## src/rtl/image_uart_pkg.sv

```systemverilog
// Shared register map and state encoding for the RS232 UART pixel send/receive paths.
package image_uart_pkg;

  localparam int unsigned ADDR_W = 5;

  localparam logic [ADDR_W-1:0] RX_BASE     = 5'd0;
  localparam logic [ADDR_W-1:0] TX_BASE     = 5'd4;
  localparam logic [ADDR_W-1:0] STATUS_BASE = 5'd8;

  localparam int unsigned TX_OK_BIT = 6;
  localparam int unsigned RX_OK_BIT = 7;

  typedef enum logic [1:0] {S_IDLE, S_CHECK, S_SEND} sender_state_e;

endpackage

```

## src/rtl/image_sender.sv

```systemverilog
// Avalon-MM master that streams each accepted word MSB first into the UART TX register.
// Define IMAGE_SENDER_SYNC_EN to prefix every word with one SYNC_BYTE transfer.
module image_sender
  import image_uart_pkg::*;
#(
  parameter int unsigned BYTES     = 3,
  parameter logic [7:0]  SYNC_BYTE = 8'hA5
) (
  input  logic                avm_clk,
  input  logic                avm_rst_n,
  output logic [ADDR_W-1:0]   avm_address,
  output logic                avm_read,
  output logic                avm_write,
  output logic [31:0]         avm_writedata,
  input  logic [31:0]         avm_readdata,
  input  logic                avm_waitrequest,
  input  logic [8*BYTES-1:0]  i_data,
  input  logic                i_valid,
  output logic                o_ready,
  output logic                o_busy
);

  localparam int unsigned DW    = 8 * BYTES;
  localparam int unsigned BC_W  = $clog2(BYTES + 1);
  localparam int unsigned IDX_W = (DW > 8) ? $clog2(DW) : 1;
`ifdef IMAGE_SENDER_SYNC_EN
  localparam int unsigned LAST_CNT = BYTES;
`else
  localparam int unsigned LAST_CNT = BYTES - 1;
`endif

  sender_state_e   state;
  logic [DW-1:0]   hold_r;
  logic [BC_W-1:0] byte_cnt;
  logic [IDX_W-1:0] lsb_c;
  logic [7:0]      cur_byte_c;
  logic            last_byte_c;
  logic            unused_bits_c;

  // Byte currently addressed by byte_cnt, MSB first (slot 0 is the header when enabled)
  always_comb begin
    lsb_c      = '0;
    cur_byte_c = '0;
`ifdef IMAGE_SENDER_SYNC_EN
    if (byte_cnt == '0) begin
      cur_byte_c = SYNC_BYTE;
    end else begin
      lsb_c      = IDX_W'(8 * (BYTES - 32'(byte_cnt)));
      cur_byte_c = hold_r[lsb_c +: 8];
    end
`else
    lsb_c      = IDX_W'(8 * (BYTES - 1 - 32'(byte_cnt)));
    cur_byte_c = hold_r[lsb_c +: 8];
`endif
  end

  assign last_byte_c   = (byte_cnt == BC_W'(LAST_CNT));
  assign o_ready       = (state == S_IDLE);
  assign o_busy        = (state != S_IDLE);
  assign unused_bits_c = ^{avm_readdata, SYNC_BYTE};

  // Poll status, then write one byte; repeat until the word is drained
  always_ff @(posedge avm_clk or negedge avm_rst_n) begin
    if (!avm_rst_n) begin
      state         <= S_IDLE;
      hold_r        <= '0;
      byte_cnt      <= '0;
      avm_address   <= STATUS_BASE;
      avm_read      <= 1'b0;
      avm_write     <= 1'b0;
      avm_writedata <= '0;
    end else begin
      case (state)
        S_IDLE: begin
          if (i_valid) begin
            hold_r      <= i_data;
            byte_cnt    <= '0;
            avm_read    <= 1'b1;
            avm_address <= STATUS_BASE;
            state       <= S_CHECK;
          end
        end
        S_CHECK: begin
          // A not-ready status leaves read high, which re-polls back to back
          if (!avm_waitrequest && avm_readdata[TX_OK_BIT]) begin
            avm_read      <= 1'b0;
            avm_write     <= 1'b1;
            avm_address   <= TX_BASE;
            avm_writedata <= {24'b0, cur_byte_c};
            state         <= S_SEND;
          end
        end
        S_SEND: begin
          if (!avm_waitrequest) begin
            avm_write <= 1'b0;
            if (last_byte_c) begin
              avm_address <= STATUS_BASE;
              state       <= S_IDLE;
            end else begin
              byte_cnt    <= byte_cnt + BC_W'(1);
              avm_read    <= 1'b1;
              avm_address <= STATUS_BASE;
              state       <= S_CHECK;
            end
          end
        end
        default: state <= S_IDLE;
      endcase
    end
  end

endmodule
```

## config.mk

```make
export PLATFORM = sky130hd
export DESIGN_NAME = image_sender
export DESIGN_NICKNAME = d
export VERILOG_FILES = /design/src/rtl/image_uart_pkg.sv /design/src/rtl/image_sender.sv
export SDC_FILE = /design/constraint.sdc
export NUM_CORES = 1
export LEC_CHECK = 0
export CAP_MARGIN = 20
export CORE_MARGIN = 10
export CORE_UTILIZATION = 30
export DETAILED_ROUTE_END_ITERATION = 12
export SLEW_MARGIN = 10
export SYNTH_ARGS = -nofsm -noshare
export SYNTH_HDL_FRONTEND = slang
export SYNTH_SLANG_ARGS = --single-unit
```

## constraint.sdc

```tcl
create_clock -name avm_clk -period 2 [get_ports avm_clk]
set_clock_uncertainty 0.15 [all_clocks]
set_input_delay 0.5 -clock avm_clk [delete_from_list [all_inputs] [get_ports avm_clk]]
set_output_delay 0.5 -clock avm_clk [all_outputs]
set_load 0.05 [all_outputs]
```

==> impl_metrics.tcl, run 1 <==
set metrics [dict create \
    die_w_um 104 \
    drtPass1Iterations 3 \
    synth_compound_area_share_pct 7.70 \
    finalCriticalPeriod_ps 1820 \
    outcome "finished clean" \
    ys_seq_area_share_pct 47.5 \
    vdd_drop_max_mv 0.431 \
    synthSimpleGateAreaFrac_pct 8.29 \
    rsz0062_at_grt "false" \
    critical_path_class "reg -> reg" \
    cts_max_level 2 \
    powerDensity_nw_per_um2 1550 \
    ys.flop_type "dfrtp_1" \
    synthMuxAreaShare_pct 20.6 \
    synth_top_family_by_area "multiplexers" \
    pwr-share-clk_pct 13.2 \
    syn_area_um2 2110 \
    wl_per_cell_um 14.0 \
    async_flop_share_pct 100 \
    synth_edf_count 0 \
    finalInstanceArea_um2 2700 \
    antenna_found_initial 0 \
    num_io_pins 101 \
    clock_latency_ps 290 \
    clk_path_buf_depth 2 \
    grt_pass1_vias 1474 \
    synth.distinct_cells 35 \
    cp-end-kind "flip-flop" \
    fmax_ghz 0.549 \
    p_leak_nw 1.21 \
    yosys_warnings 0 \
    die_h_um 104 \
    io_buffers 42 \
    grt_pass1_wl_um 7520 \
    dp.cells 318 \
    critPathRequiredTime_ps 2020 \
    swShare_pct 39.4 \
    grt_usage_pct 8.57 \
    drt_iter0_drc 26 \
    routabilityCongestion 0.696 \
    synth.most_common_cell "dfrtp_1" \
    hold_viol_final 0 \
    cp.arrival_ps 1840 \
    vias 1348 \
    path_clk_slew_ps 70 \
    drtAntennaViolNets 0 \
    cts_sinks 40 \
    synth_xor_area_share_pct 0 \
    finalNonFillerCells 327 \
    path_max_fanout 10 \
    cts_tree "yes" \
    combPwrFrac_pct 52.7 \
    nets 291 \
    start_kind "flip-flop" \
    antennaDiodeCount 0 \
    cts-root-buf "clkbuf_8" \
    finalCritPeriodShare_pct 91.1 \
    synth.avg_cell_area_um2 11.9 \
    grt-ovfl-total 0 \
    place_hpwl_um 3530 \
    drcViolationCount 0 \
    initial_core_util_pct 30.9 \
    grt_max_degree 24 \
    num_rows 30 \
    synthCells 178 \
    routed_wirelength_um 4570 \
    drv_cap 0 \
    holdCritPathClass "reg -> reg" \
    cts_resized 0 \
    dieArea_um2 10800 \
    ys_ff_latch 40 \
    intPower_mw 2.54 \
    netlist_top_cells_count "dfrtp_1, buf_4, mux2_4" \
    power_switching_mw 1.65 \
    numCtsBuffers 5 \
    vias_per_cell 4.12 \
    setup_viol 0 \
    core_um2 6830 \
    seq_power_share_pct 34.2 \
    placed_cell_area_um2 2590 \
    drive_gt1_share_pct 32.5 \
    synth_top_area_share_pct 46.2 \
    synthAdderAreaFrac_pct 0.592 \
    area_delta_synth_final_pct 27.7 \
    cts_setup_buffers 0 \
    ctsHoldBuffers 1 \
    final-max-slew-violation-count 0 \
    synth_top_cell_by_area "dfrtp_1" \
    ys_top_cells_by_area "dfrtp_1, mux2_4, buf_4, mux2_2, nand2_1" \
]
==> area by class of cell <==
| class | count | area (um2) |
|---|---|---|
| Multi-Input combinational cell | 122 | 886 |
| Inverter | 5 | 21.3 |
| Timing Repair Buffer | 56 | 576 |
| Clock buffer | 6 | 82.6 |
| Clock inverter | 2 | 10.0 |
| Fill cell | 703 | 4130 |
| Tap cell | 96 | 120 |
| Sequential cell | 40 | 1000 |
==> power groups by stage <==
stage	clock (mW)	combinational (mW)	sequential [mW]
final	0.551	2.20	1.43
after global routing	0.617	2.37	1.49
after CTS	0.572	2.24	1.44
after detailed placement	0	2.23	1.44
after global placement	0	2.21	1.44
after floorplan	0	1.28	1.78
==> sequential cells by signal, indices dropped and copies added, names as in the netlist <==
name           flops
state              2
avm_write          1
avm_writedata      8
avm_read           1
byte_cnt           2
hold_r            24
avm_address        2
==> kinds of logic after synthesis <==
group	count (synthesis)
fa+ha+maj	1
buf+inv	42
mux	32
other cells	1
compound gates	26
simple gates	36
flops	40
==> critical path: stages, from the launching register on <==
cell and delay, ps:
dfrtp_1 350, clkinv_1 90, ha_1 570, mux2_2 390, nand2_1 70, a31oi_1 70
==> path summary, 6_finish.rpt <==
check	startpoint	to	slack, ps	depth (start not counted)
max	byte_cnt[0]	avm_writedata[2]	180	5
max in group asynchronous	avm_rst_n	hold_r[10]	700	3
min	hold_r[19]	hold_r[19]	360	1
max reg2reg	byte_cnt[0]	avm_writedata[2]	180	5
min reg2reg	hold_r[19]	hold_r[19]	360	1
min in group asynchronous	avm_rst_n	hold_r[14]	530	2
==> cells in the final DEF, fill, tap and decap left out, types with 3 or more instances in the layout <==
master           netlist  routed
dfrtp_1               39      39
conb_1                 1      27
clkdlybuf4s50_1        0      27
mux2_4                20      20
buf_4                 27      20
nand2_1               17      17
mux2_2                11      11
nor2_1                 9       9
o21ai_0                9       9
a31oi_1                7       7
buf_12                 3       7
clkbuf_8               0       6
inv_1                  3       3
a21oi_1                3       3
==> through the flow <==
step                hold slack [ps]  setup WS [ps]  util, %  TNS, ps  total power, mW
floorplan                      54.4           11.3        -        0             3.06
global placement                323          -10.1     38.0    -82.8             3.64
detailed placement              320           5.16     38.0        0             3.68
CTS                             365            134     39.5        0             4.25
global route                    383           49.1     39.5        0             4.48
finish                          364            178     39.5        0             4.18
==> metal layers <==
layer  track usage [%]  part of all wire [%]
met1              10.0                    44
met3              3.10                   5.6
met4              3.78                   1.3
met2              13.8                    49
met5                 0                     0
(Power assumes the default switching activity.)
==> run 2, diff against run 1 <==
Settings changed: CTS_CLUSTER_SIZE set to 30, SLEW_MARGIN 10 to not set.
==> results of run 2 <==
Same layout as run 1: the final DEF is identical, and so are final timing and power.
